<file path="src/rtl/d_sram2axi_bridge.sv">
// d_sram2axi_bridge: serializes the data cache's SRAM-like requests into single-beat AXI4 reads and writes,
// one transaction outstanding at a time.
module d_sram2axi_bridge #(
  parameter logic [3:0] AXI_ID = 4'd1
) (
  input  logic        clk,
  input  logic        rst,
  input  logic        data_req,
  input  logic        data_wr,
  input  logic [1:0]  data_size,
  input  logic [31:0] data_addr,
  input  logic [31:0] data_wdata,
  output logic [31:0] data_rdata,
  output logic        data_addr_ok,
  output logic        data_data_ok,
  output logic [3:0]  arid,
  output logic [31:0] araddr,
  output logic [7:0]  arlen,
  output logic [2:0]  arsize,
  output logic [1:0]  arburst,
  output logic        arvalid,
  input  logic        arready,
  input  logic [3:0]  rid,
  input  logic [31:0] rdata,
  input  logic [1:0]  rresp,
  input  logic        rlast,
  input  logic        rvalid,
  output logic        rready,
  output logic [3:0]  awid,
  output logic [31:0] awaddr,
  output logic [7:0]  awlen,
  output logic [2:0]  awsize,
  output logic [1:0]  awburst,
  output logic        awvalid,
  input  logic        awready,
  output logic [31:0] wdata,
  output logic [3:0]  wstrb,
  output logic        wlast,
  output logic        wvalid,
  input  logic        wready,
  input  logic [3:0]  bid,
  input  logic [1:0]  bresp,
  input  logic        bvalid,
  output logic        bready
);
  typedef enum logic [2:0] {IDLE, RD_ADDR, RD_DATA, WR_REQ, WR_RESP} state_t;
  state_t      state_q, state_d;
  logic        req_wr_q, req_wr_d;
  logic [1:0]  req_size_q, req_size_d;
  logic [31:0] req_addr_q, req_addr_d;
  logic [31:0] req_wdata_q, req_wdata_d;
  logic        aw_done_q, aw_done_d;
  logic        w_done_q, w_done_d;
  logic [1:0]  sz;
  logic        unused;
  always_ff @(posedge clk or posedge rst) begin
    if (rst) begin
      state_q     <= IDLE;
      req_wr_q    <= 1'b0;
      req_size_q  <= 2'd0;
      req_addr_q  <= 32'd0;
      req_wdata_q <= 32'd0;
      aw_done_q   <= 1'b0;
      w_done_q    <= 1'b0;
    end else begin
      state_q     <= state_d;
      req_wr_q    <= req_wr_d;
      req_size_q  <= req_size_d;
      req_addr_q  <= req_addr_d;
      req_wdata_q <= req_wdata_d;
      aw_done_q   <= aw_done_d;
      w_done_q    <= w_done_d;
    end
  end
  always_comb begin
    state_d     = state_q;
    req_wr_d    = req_wr_q;
    req_size_d  = req_size_q;
    req_addr_d  = req_addr_q;
    req_wdata_d = req_wdata_q;
    aw_done_d   = 1'b0;
    w_done_d    = 1'b0;
    case (state_q)
      IDLE: if (data_req) begin
        state_d     = data_wr ? WR_REQ : RD_ADDR;
        req_wr_d    = data_wr;
        req_size_d  = data_size;
        req_addr_d  = data_addr;
        req_wdata_d = data_wdata;
      end
      RD_ADDR: state_d = arready ? RD_DATA : RD_ADDR;
      RD_DATA: state_d = (rvalid && rlast) ? IDLE : RD_DATA;
      WR_REQ: begin
        // AW and W channels finish independently; leave only once both have handshaken
        aw_done_d = aw_done_q | awready;
        w_done_d  = w_done_q | wready;
        state_d   = (aw_done_d && w_done_d) ? WR_RESP : WR_REQ;
      end
      WR_RESP: state_d = bvalid ? IDLE : WR_RESP;
      default: state_d = IDLE;
    endcase
  end
  always_comb begin
    arvalid      = state_q == RD_ADDR;
    rready       = state_q == RD_DATA;
    awvalid      = state_q == WR_REQ && !aw_done_q;
    wvalid       = state_q == WR_REQ && !w_done_q;
    bready       = state_q == WR_RESP;
    data_addr_ok = state_q == IDLE && data_req;
    data_data_ok = (rready && rvalid && rlast) || (bready && bvalid);
  end
  assign sz         = (req_size_q == 2'd3) ? 2'd2 : req_size_q;
  assign data_rdata = rdata;
  assign arid       = AXI_ID;
  assign awid       = AXI_ID;
  assign araddr     = req_addr_q;
  assign awaddr     = req_addr_q;
  assign arlen      = 8'd0;
  assign awlen      = 8'd0;
  assign arsize     = {1'b0, sz};
  assign awsize     = {1'b0, sz};
  assign arburst    = 2'b01;
  assign awburst    = 2'b01;
  assign wlast      = 1'b1;
  assign wdata      = req_wdata_q;
  assign wstrb      = (sz == 2'd0) ? (4'b0001 << req_addr_q[1:0]) :
                      (sz == 2'd1) ? (req_addr_q[1] ? 4'b1100 : 4'b0011) : 4'b1111;
  assign unused     = ^{rid, rresp, bid, bresp, req_wr_q};
endmodule

</file>
<file path="config.mk">
export PLATFORM = sky130hd
export DESIGN_NAME = d_sram2axi_bridge
export DESIGN_NICKNAME = d
export VERILOG_FILES = /design/src/rtl/d_sram2axi_bridge.sv
export SDC_FILE = /design/constraint.sdc
export NUM_CORES = 1
export LEC_CHECK = 0
export BUFFER_PORTS_ARGS = -buffer_cell sky130_fd_sc_hd__buf_2
export CAP_MARGIN = 20
export CORE_AREA = 5 5 110 112
export CTS_CLUSTER_SIZE = 24
export DETAILED_ROUTE_END_ITERATION = 7
export DIE_AREA = 0 0 115 117
export GPL_ROUTABILITY_DRIVEN = 0
export PLACE_DENSITY = 0.69
export SYNTH_ARGS = -nofsm -noshare
export SYNTH_HDL_FRONTEND = slang
export SYNTH_SLANG_ARGS = --single-unit
</file>
<file path="constraint.sdc">
create_clock -name clk -period 2.51 [get_ports clk]
set_input_delay 0.502 -clock clk [delete_from_list [all_inputs] [get_ports clk]]
set_output_delay 0.502 -clock clk [all_outputs]
set_load 0.05 [all_outputs]
</file>
# Yosys cells after proc, flatten, opt, wreduce, memory -nomap -nowiden
# Cells that the tools add are included.
# word_totals
reg_bits,71
inputBits,120
elab_cells,43
# classes
eq_ne,7
shifts,1
muxes,13
bitwise,2
reduce_logical,14
# op_table
cell,count
case mux 3 bit (5 select lines),1
two-way mux 4 bit,3
two-way mux 3 bit,3
logical AND 1 bit,8
two-way mux 2 bit,4
"equality test 3 x 2 -> 1 bit, second input constant",2
"<< shifter 1 x 2 -> 4 bit, first input constant",1
"equality test 3 x 1 -> 1 bit, second input constant",1
"equality test 3 bit, second input constant",1
zero test 3 bit,1
"equality test 2 x 1 -> 1 bit, second input constant",1
"equality test 2 bit, second input constant",1
zero test 1 bit,2
zero test 2 bit,1
two-way mux 1 bit,2
"!= test 2 bit, second input constant",1
OR 1 bit,2
AND reduction 2 bit,1
logical OR 1 bit,1

# Depth between registers and ports, before layout
# Gate-level depths: netlist of the first run.
# depth
ltp_word,5
ltp_mapped,5
mapped_depth_nobuf,3

# Worst setup path after synthesis of the first run
# OpenSTA, ideal clock, no wires.
# synth_path
path_kind,flip-flop to output port
start,register state_q[1]
end,output data_data_ok
arrival_time_ns,2.263
required_time_ns,2.008
setup_slack_ns,-0.255
path_stages_with_launch,4
path_buffers,0
cell_sequence,dfrtp_1 > inv_1 > nor3_1 > a32o_1
# synth_via
elab_chain_cells,4
elab_cells_between_ends,6
cone_classes,eq/ne (2); reduce/logical (4)
# synth_rtl
item,line,text
"start, declared",47,"state_t state_q, state_d;"
"start signal, assigned",66,state_q <= state_d;
equality test 3 x 2 -> 1 bit,105,rready = state_q == RD_DATA;
named net rready,28,"output logic rready,"
logical AND 1 bit (2 in a row),110,data_data_ok = (rready && rvalid && rlast) || (bready && bvalid);
logical OR 1 bit,110,
"end, declared",15,"output logic data_data_ok,"
# The timed path passes the listed nets, and every way through them passes these cells.

# Final worst setup path of the first run
# layout_path
start,register state_q[0]
end,output data_addr_ok
# layout_via
elab_chain_cells,2
# layout_rtl
item,line,text
zero test 3 bit,-,
logical AND 1 bit,109,data_addr_ok = state_q == IDLE && data_req;
"end, declared",14,"output logic data_addr_ok,"
# No other way between the ends.

==> load_flow_metrics.sql, run 1 <==
INSERT INTO impl_metrics (metric_group, metric, value, unit) VALUES
('outcome', 'run_status', 'finished clean', ''),
('floorplan', 'top_level_ports', '294', ''),
('flow_run', 'cap_viol_max_count', '0', ''),
('synthesis', 'synth-edff-count', '0', ''),
('clock_network', 'cts_root_buffer', 'sky130_fd_sc_hd__clkbuf_16', ''),
('place', 'io_buffers', '186', ''),
('finish', 'final.fill_count', '1069', ''),
('grt', 'first_global_vias', '2380', ''),
('routing', 'detail-route-antenna-nets', '0', ''),
('timing', 'min_period_over_period', '0.929', ''),
('floorplan', 'design.die.area', '0.0135', 'sq mm'),
('synthesis', 'synth_largest_area_cell', 'sky130_fd_sc_hd__dfrtp_1', ''),
('finish', 'antenna_diode_count', '0', ''),
('finish', 'post_route_cells_drive_above_1_share', '0.601', ''),
('setup_path', 'cp-start-kind', 'flop', ''),
('floorplan', 'initial_core_utilization', '0.317', ''),
('clock_network', 'cts_repair_resize_count', '0', ''),
('place', 'place_hpwl', '6.46', 'mm'),
('synthesis', 'synth_most_common_cell', 'sky130_fd_sc_hd__buf_4', ''),
('grt', 'grt_max_degree', '41', ''),
('routing', 'residual_drc', '0', ''),
('clock_network', 'cts_sinks', '71', ''),
('setup_path', 'critical_path_required', '2.01', 'ns'),
('routing', 'avgViaCountPerCell', '4.20', ''),
('grt', 'grt_overflow_total', '0', ''),
('synthesis', 'ys_warn_count', '0', ''),
('setup_path', 'timing.critical_path.arrival', '1.83', 'ns'),
('timing', 'setup_viol_count_final', '0', ''),
('synthesis', 'yosys.cell_types.count', '29', ''),
('clock_network', 'clk_path_buf_depth', '2', ''),
('clock_network', 'postCtsSetupBuffers', '0', ''),
('grt', 'grtUsageTotal', '0.115', ''),
('synthesis', 'yosysSeqAreaShare', '0.504', ''),
('timing', 'hold_violations', '0', ''),
('grt', 'grt_antenna_before_repair', '0', ''),
('clock_network', 'cts_tree', 'yes', ''),
('timing', 'post-route-min-period', '2.33', 'ns'),
('setup_path', 'timing.critical_path.to_type', 'primary output', ''),
('routing', 'drt-total-wl', '8.12', 'mm'),
('clock_network', 'numCtsBuffers', '9', ''),
('synthesis', 'postSynthAreaPerCell', '12.6', 'sq um'),
('routing', 'firstDrtPassIters', '4', ''),
('synthesis', 'syn_inst', '280', ''),
('routing', 'via_count', '2326', ''),
('setup_path', 'cp.buffers_inverters', '1', ''),
('routing', 'drt-initial-drc-count', '47', ''),
('timing', 'fmax', '0.429', 'GHz'),
('synthesis', 'async_reset_ff_frac', '1.00', ''),
('place', 'dpl.cell_count', '538', ''),
('clock_network', 'clock_transition_at_the_registers_of_the_reported_paths', '0.06', 'ns'),
('floorplan', 'placeable_core_region', '0.0111', 'sq mm'),
('routing', 'detail_route.wl_per_cell', '14.6', 'microns'),
('timing', 'fin_worst_skew', '0.00611', 'ns'),
('setup_path', 'worstPathMaxFanout', '8', ''),
('finish', 'final_net_count', '526', ''),
('finish', 'fin_cells', '554', ''),
('synthesis', 'syn_area', '0.00353', 'sq mm'),
('timing', 'grt_setup_unrepaired', 'no', ''),
('clock_network', 'clock_latency', '0.32', 'ns'),
('floorplan', 'row_count', '39', ''),
('timing', 'timing_max_transition_violations_final', '0', ''),
('timing', 'fin_setup_tns', '0', 'ns'),
('clock_network', 'cts_hold_buf', '0', ''),
('setup_path', 'cpPeakStageDelay', '0.46', 'ns'),
('finish', 'fin_util', '0.391', ''),
('synthesis', 'synth.top_cells.by_area', 'sky130_fd_sc_hd__dfrtp_1 (50%), sky130_fd_sc_hd__buf_4 (21%), sky130_fd_sc_hd__mux2_2 (12%)', ''),
('clock_network', 'cts_max_level', '3', ''),
('setup_path', 'timing.setup.critical_path_class', 'flop to primary output', ''),
('synthesis', 'synth_commonest_cells', 'sky130_fd_sc_hd__buf_4 (98), sky130_fd_sc_hd__dfrtp_1 (71), sky130_fd_sc_hd__mux2_2 (37)', ''),
('finish', 'area_delta_synth_final', '23.2', '%'),
('timing', 'worst-slew-pin-transition', '0.541', 'ns'),
('hold_path', 'hold_path_class', 'input port to asynchronous set/reset pin', ''),
('setup_path', 'path_cells', 'or2_4 -> nor3b_4 -> buf_2', ''),
('synthesis', 'synth_ff_type', 'sky130_fd_sc_hd__dfrtp_1', ''),
('synthesis', 'synth_top_area_frac', '0.504', ''),
('floorplan', 'die_height', '117', 'microns'),
('floorplan', 'dieWidth', '115', 'microns'),
('setup_path', 'timing.critical_path.slowest_stage_cell', 'sky130_fd_sc_hd__dfrtp_1', ''),
('setup_path', 'kind_of_cell_with_the_highest_combined_delay_on_the_critical_path', 'simple AND/OR/NAND/NOR gates', ''),
('synthesis', 'postSynthRegisterBits', '71', ''),
('grt', 'first_pass_grt_wire_length', '12.0', 'mm'),
('timing', 'timing.max_slew.rel_slack', '0.639', '');
## area by class of cell
| type | instances | area (sq um) | area share |
|---|---|---|---|
| Sequential cell | 71 | 1780 | 0.409 |
| Multi-Input combinational cell | 129 | 1070 | 0.246 |
| Timing Repair Buffer | 191 | 981 | 0.226 |
| Clock buffer | 13 | 260 | 0.0599 |
| Tap cell | 143 | 179 | 0.0412 |
| Clock inverter | 3 | 65.1 | 0.0150 |
| Inverter | 4 | 15.0 | 0.00346 |
## flip-flops by register name, indices dropped and copies added, names as in the netlist
name,flops
araddr,32
state_q,3
w_done_q,1
wdata,32
aw_done_q,1
req_size_q,2
## worst paths after layout
check | start | end | slack [ns] | cells past startpoint
worst max-delay path | state_q[0] | data_addr_ok | 0.18 | 3
worst min-delay path | rst | araddr[22] | 0.22 | 2
worst max register to register | state_q[0] | araddr[10] | 0.54 | 4
worst min register to register | wdata[1] | wdata[1] | 0.48 | 1
max in group asynchronous | rst | araddr[29] | 1.56 | 3
min in group clk | data_wdata[22] | wdata[22] | 0.39 | 2
## routing by layer
layer | wire, microns | track usage | vias up
li1 | - | - | 1063
met1 | 2940 | 0.127 | 1131
met2 | 4300 | 0.198 | 109
met3 | 699 | 0.0401 | 23
met4 | 180 | 0.0548 | 0
met5 | 0 | 0 | -
## stage by stage
stage,hold WS [ns],setup slack [ns],instance area [sq um]
4_1_cts,0.230,0.145,4350
3_3_place_gp,0.463,0.551,4020
2_1_floorplan,0.487,0.0598,3640
6_report,0.218,0.177,4350
3_5_place_dp,0.469,0.505,4020
5_1_grt,0.262,0.0983,4350
## placed cells by master (no fill, tap or decap), drive strengths merged
master   synthesis  routed
a21o             2       2
a21oi            1       1
a221oi           1       1
a311oi           1       1
a32o             1       1
and3             1       1
buf            104     191
bufinv           0       2
clkbuf           1      13
clkinv           0       1
conb             2      31
dfrtp           71      71
inv              4       4
mux2            66      66
nand2            1       1
nand2b           1       1
nand3            2       2
nor2             9       9
nor2b            1       1
nor3             2       2
nor3b            1       1
o2111ai          1       1
o211ai           1       1
o21bai           2       2
o22ai            1       1
o32ai            1       1
or2              2       2
## cell families (layout without fill, tap and decap cells)
logic type      count (synthesis)  after routing  share of synthesized area
flops                          71             71                      0.504
simple gates                   20             20                     0.0294
mux                            66             66                      0.211
other cells                     2             31                    0.00213
compound gates                 12             12                     0.0266
buf+inv                       109            211                      0.228
Power of run 1 is not shown: default switching activity piles up to over one toggle a cycle in this logic, so the estimate is an artifact.
==> inputs of run 2 (changes only) <==
CORE_AREA = 5 5 115 117   (was 5 5 110 112)
CTS_BUF_LIST = sky130_fd_sc_hd__clkbuf_4 sky130_fd_sc_hd__clkbuf_8 sky130_fd_sc_hd__clkbuf_16   (was default)
DIE_AREA = 0 0 120 122   (was 0 0 115 117)
PLACE_DENSITY = default   (was 0.69)
==> load_flow_metrics.sql, run 2 (synthesis results as in run 1) <==
INSERT INTO impl_metrics (metric_group, metric, value, unit) VALUES
('timing', 'fin_setup_tns', '0', 'ns'),
('floorplan', 'die_height', '122', 'microns'),
('setup_path', 'worstPathMaxFanout', '8', ''),
('routing', 'firstDrtPassIters', '4', ''),
('grt', 'grt_antenna_before_repair', '0', ''),
('finish', 'final_net_count', '526', ''),
('clock_network', 'clock_transition_at_the_registers_of_the_reported_paths', '0.06', 'ns'),
('clock_network', 'cts_sinks', '71', ''),
('clock_network', 'cts_repair_resize_count', '0', ''),
('grt', 'first_pass_grt_wire_length', '11.9', 'mm'),
('setup_path', 'timing.critical_path.arrival', '1.81', 'ns'),
('timing', 'fin_worst_skew', '0.00276', 'ns'),
('place', 'placedInstanceArea', '0.00403', 'sq mm'),
('routing', 'drt-initial-drc-count', '30', ''),
('routing', 'avgViaCountPerCell', '4.15', ''),
('place', 'place_hpwl', '6.18', 'mm'),
('floorplan', 'placeable_core_region', '0.0123', 'sq mm'),
('clock_network', 'postCtsSetupBuffers', '0', ''),
('clock_network', 'clock_latency', '0.33', 'ns'),
('finish', 'antenna_diode_count', '0', ''),
('finish', 'layout_commonest_cell', 'sky130_fd_sc_hd__buf_2', ''),
('grt', 'first_global_vias', '2447', ''),
('floorplan', 'design.die.area', '0.0146', 'sq mm'),
('floorplan', 'initial_core_utilization', '0.288', ''),
('grt', 'grt_max_degree', '37', ''),
('finish', 'layout_common_cells', 'sky130_fd_sc_hd__buf_2 (186), sky130_fd_sc_hd__dfrtp_1 (71), sky130_fd_sc_hd__mux2_2 (37)', ''),
('timing', 'timing_max_transition_violations_final', '0', ''),
('clock_network', 'cts_tree', 'yes', ''),
('floorplan', 'dieWidth', '120', 'microns'),
('setup_path', 'timing.setup.critical_path_class', 'flop to primary output', ''),
('routing', 'residual_drc', '0', ''),
('floorplan', 'top_level_ports', '294', ''),
('timing', 'min_period_over_period', '0.922', ''),
('grt', 'grt_overflow_total', '0', ''),
('timing', 'grt_setup_unrepaired', 'no', ''),
('routing', 'detail-route-antenna-nets', '0', ''),
('finish', 'final.fill_count', '1235', ''),
('grt', 'grtUsageTotal', '0.105', ''),
('setup_path', 'timing.critical_path.to_type', 'primary output', ''),
('setup_path', 'cp-start-kind', 'flop', ''),
('clock_network', 'cts_max_level', '3', ''),
('timing', 'setup_viol_count_final', '0', ''),
('routing', 'drt-total-wl', '7.80', 'mm'),
('finish', 'finalInstanceArea', '0.00433', 'sq mm'),
('routing', 'via_count', '2327', ''),
('place', 'io_buffers', '186', ''),
('floorplan', 'row_count', '41', ''),
('timing', 'fmax', '0.432', 'GHz'),
('outcome', 'run_status', 'finished clean', ''),
('hold_path', 'hold_path_class', 'input port to asynchronous set/reset pin', ''),
('clock_network', 'cts_hold_buf', '0', ''),
('finish', 'post_route_cells_drive_above_1_share', '0.606', ''),
('clock_network', 'cts_root_buffer', 'sky130_fd_sc_hd__clkbuf_16', ''),
('timing', 'hold_violations', '0', ''),
('finish', 'area_delta_synth_final', '22.7', '%'),
('clock_network', 'numCtsBuffers', '9', ''),
('setup_path', 'critical_path_required', '2.01', 'ns'),
('flow_run', 'cap_viol_max_count', '0', ''),
('timing', 'post-route-min-period', '2.31', 'ns'),
('clock_network', 'clk_path_buf_depth', '2', ''),
('routing', 'detail_route.wl_per_cell', '13.9', 'microns');
==> run 2: cell type report <==
cell class                      instances  area, sq um  area share
Tap cell                              150          188      0.0434
Timing Repair Buffer                  191          981       0.227
Inverter                                4         15.0     0.00347
Sequential cell                        71         1780       0.411
Clock inverter                          6         60.1      0.0139
Multi-Input combinational cell        129         1070       0.247
Clock buffer                           10          239      0.0552
==> run 2: final timing paths <==
check | from | end | slack (ns) | cells after the start
min in group clk | bvalid | state_q[2] | 0.38 | 2
max reg2reg | state_q[0] | araddr[24] | 0.58 | 4
min | rst | wdata[29] | 0.03 | 2
max in group asynchronous | rst | wdata[7] | 1.83 | 3
max | state_q[0] | data_addr_ok | 0.20 | 3
min reg2reg | wdata[25] | wdata[25] | 0.48 | 1
==> run 2: routing by layer <==
layer  vias to the layer above  wire length [microns]  share of wire  global-route usage
met3                        25                    743          0.095              0.0474
met5                         -                      0              0                   0
met2                       125                   4090           0.52               0.181
met1                      1118                   2820           0.36               0.108
met4                         0                    148          0.019              0.0508
li1                       1059                      -              -                   -
==> run 2: per-stage QoR <==
stage	setup slack, ns	std cells	hold slack [ns]	util
finish	0.196	561	0.0319	0.353
global route	0.0923	561	0.0192	0.353
CTS	0.134	561	0.0129	0.353
detailed placement	0.516	545	0.381	0.329
global placement	0.537	545	0.380	0.329
floorplan	0.0598	309	0.487	-
==> run 2: critical path, cell delays in order, from the launching register on <==
cell and delay [ns]:
sky130_fd_sc_hd__dfrtp_1 0.47, sky130_fd_sc_hd__or2_4 0.32, sky130_fd_sc_hd__nor3b_4 0.36, sky130_fd_sc_hd__buf_2 0.33
Power of run 2 is left out for the same reason.
==> inputs of run 3 (changes only) <==
CORE_AREA = 4 4 114 116   (was 5 5 115 117)
DIE_AREA = 0 0 118 120   (was 0 0 120 122)
==> load_flow_metrics.sql, run 3 (synthesis results as in run 1) <==
INSERT INTO impl_metrics (metric_group, metric, value, unit) VALUES
('finish', 'area_delta_synth_final', '22.1', '%'),
('timing', 'fin_setup_tns', '0', 'ns'),
('clock_network', 'cts_tree', 'yes', ''),
('timing', 'grt_setup_unrepaired', 'no', ''),
('clock_network', 'cts_root_buffer', 'sky130_fd_sc_hd__clkbuf_16', ''),
('finish', 'fin_util', '0.362', ''),
('clock_network', 'clock_transition_at_the_registers_of_the_reported_paths', '0.05', 'ns'),
('finish', 'final_net_count', '526', ''),
('outcome', 'run_status', 'finished clean', ''),
('timing', 'min_period_over_period', '0.904', ''),
('routing', 'drt-total-wl', '7.67', 'mm'),
('setup_path', 'critical_path_required', '2.01', 'ns'),
('routing', 'detail-route-antenna-nets', '0', ''),
('finish', 'layout_commonest_cell', 'sky130_fd_sc_hd__buf_2', ''),
('setup_path', 'timing.rr.start', 'state_q[0]', ''),
('finish', 'final.fill_count', '1189', ''),
('setup_path', 'worst_setup_path_startpoint', 'state_q[0]', ''),
('setup_path', 'worstReg2RegEnd', 'araddr[23]', ''),
('timing', 'fin_worst_skew', '0.00352', 'ns'),
('finish', 'post_route_cells_drive_above_1_share', '0.605', ''),
('setup_path', 'timing.critical_path.slowest_stage_cell', 'sky130_fd_sc_hd__dfrtp_1', ''),
('grt', 'grt_antenna_before_repair', '0', ''),
('timing', 'setup_viol_count_final', '0', ''),
('setup_path', 'timing.critical_path.to_type', 'primary output', ''),
('finish', 'fin_cells', '557', ''),
('setup_path', 'cpPeakStageDelay', '0.46', 'ns'),
('clock_network', 'clock_latency', '0.33', 'ns'),
('routing', 'residual_drc', '0', ''),
('routing', 'detail_route.wl_per_cell', '13.8', 'microns'),
('floorplan', 'die_height', '120', 'microns'),
('clock_network', 'postCtsSetupBuffers', '0', ''),
('floorplan', 'dieWidth', '118', 'microns'),
('floorplan', 'initial_core_utilization', '0.296', ''),
('setup_path', 'kind_of_cell_with_the_highest_combined_delay_on_the_critical_path', 'simple AND/OR/NAND/NOR gates', ''),
('setup_path', 'path_cells', 'or2_4 -> nor3b_4 -> buf_2', ''),
('place', 'io_buffers', '186', ''),
('routing', 'firstDrtPassIters', '4', ''),
('floorplan', 'placeable_core_region', '0.0119', 'sq mm'),
('setup_path', 'cp.buffers_inverters', '1', ''),
('setup_path', 'timing.critical_path.arrival', '1.77', 'ns'),
('floorplan', 'top_level_ports', '294', ''),
('finish', 'layout_common_cells', 'sky130_fd_sc_hd__buf_2 (186), sky130_fd_sc_hd__dfrtp_1 (71), sky130_fd_sc_hd__mux2_2 (37)', ''),
('floorplan', 'row_count', '40', ''),
('flow_run', 'cap_viol_max_count', '0', ''),
('timing', 'fmax', '0.441', 'GHz'),
('routing', 'via_count', '2328', ''),
('place', 'dpl.cell_count', '542', ''),
('setup_path', 'critical_path_cell_count', '3', ''),
('routing', 'avgViaCountPerCell', '4.18', ''),
('grt', 'grt_overflow_total', '0', ''),
('setup_path', 'worst_setup_path_endpoint', 'data_addr_ok', ''),
('clock_network', 'cts_hold_buf', '0', ''),
('place', 'place_hpwl', '5.92', 'mm'),
('grt', 'grt_max_degree', '72', ''),
('timing', 'hold_violations', '0', ''),
('grt', 'grtUsageTotal', '0.109', ''),
('setup_path', 'timing.setup.critical_path_class', 'flop to primary output', ''),
('clock_network', 'numCtsBuffers', '9', ''),
('grt', 'first_pass_grt_wire_length', '12.1', 'mm'),
('timing', 'post-route-min-period', '2.27', 'ns'),
('timing', 'timing_max_transition_violations_final', '0', ''),
('clock_network', 'clk_path_buf_depth', '2', ''),
('setup_path', 'cp-start-kind', 'flop', ''),
('clock_network', 'cts_max_level', '3', ''),
('finish', 'antenna_diode_count', '0', ''),
('clock_network', 'cts_sinks', '71', ''),
('setup_path', 'setup.reg_to_reg.worst_slack', '0.53', 'ns'),
('hold_path', 'hold_path_class', 'input port to asynchronous set/reset pin', ''),
('grt', 'first_global_vias', '2367', ''),
('setup_path', 'worstPathMaxFanout', '8', ''),
('setup_path', 'reg2reg_depth', '4', ''),
('routing', 'drt-initial-drc-count', '35', ''),
('floorplan', 'design.die.area', '0.0142', 'sq mm'),
('clock_network', 'cts_repair_resize_count', '0', '');
[run 3: metrics by stage]
stage / worst slack (ns) / instance area (sq um) / hold WS (ns)
floorplan: 0.0598 / 3640 / 0.487
global placement: 0.506 / 4030 / 0.463
detailed placement: 0.496 / 4030 / 0.469
CTS: 0.181 / 4310 / 0.259
global route: 0.121 / 4310 / 0.285
finish: 0.242 / 4310 / 0.245
[run 3: routing by layer]
metal | up-vias | global-route usage | part of all wire
li1 | 1061 | - | -
met1 | 1107 | 0.115 | 0.37
met2 | 135 | 0.181 | 0.51
met3 | 25 | 0.0457 | 0.10
met4 | 0 | 0.0652 | 0.028
met5 | - | 0 | 0
[run 3: layout make-up]
class | instances | area, sq um | share of cell area
Clock buffer | 10 | 233 | 0.0540
Clock inverter | 5 | 50.0 | 0.0116
Inverter | 4 | 15.0 | 0.00349
Multi-Input combinational cell | 129 | 1070 | 0.248
Sequential cell | 71 | 1780 | 0.412
Tap cell | 147 | 184 | 0.0427
Timing Repair Buffer | 191 | 981 | 0.228
[run 3: tightest hold or removal path, cell delays in order]
cell and delay (ns):
sky130_fd_sc_hd__buf_2 0.10, sky130_fd_sc_hd__inv_2 0.06, sky130_fd_sc_hd__buf_12 0.32
[run 3: worst min-delay path by stage]
stage / from / endpoint / cells past startpoint
after floorplan: req_size_q[0] / req_size_q[0] / 1
after global placement: wdata[0] / wdata[0] / 1
after detailed placement: wdata[0] / wdata[0] / 1
after CTS: rst / wdata[26] / 3
after global routing: rst / wdata[26] / 3
final: rst / araddr[10] / 3
Power of run 3 is left out for the same reason.
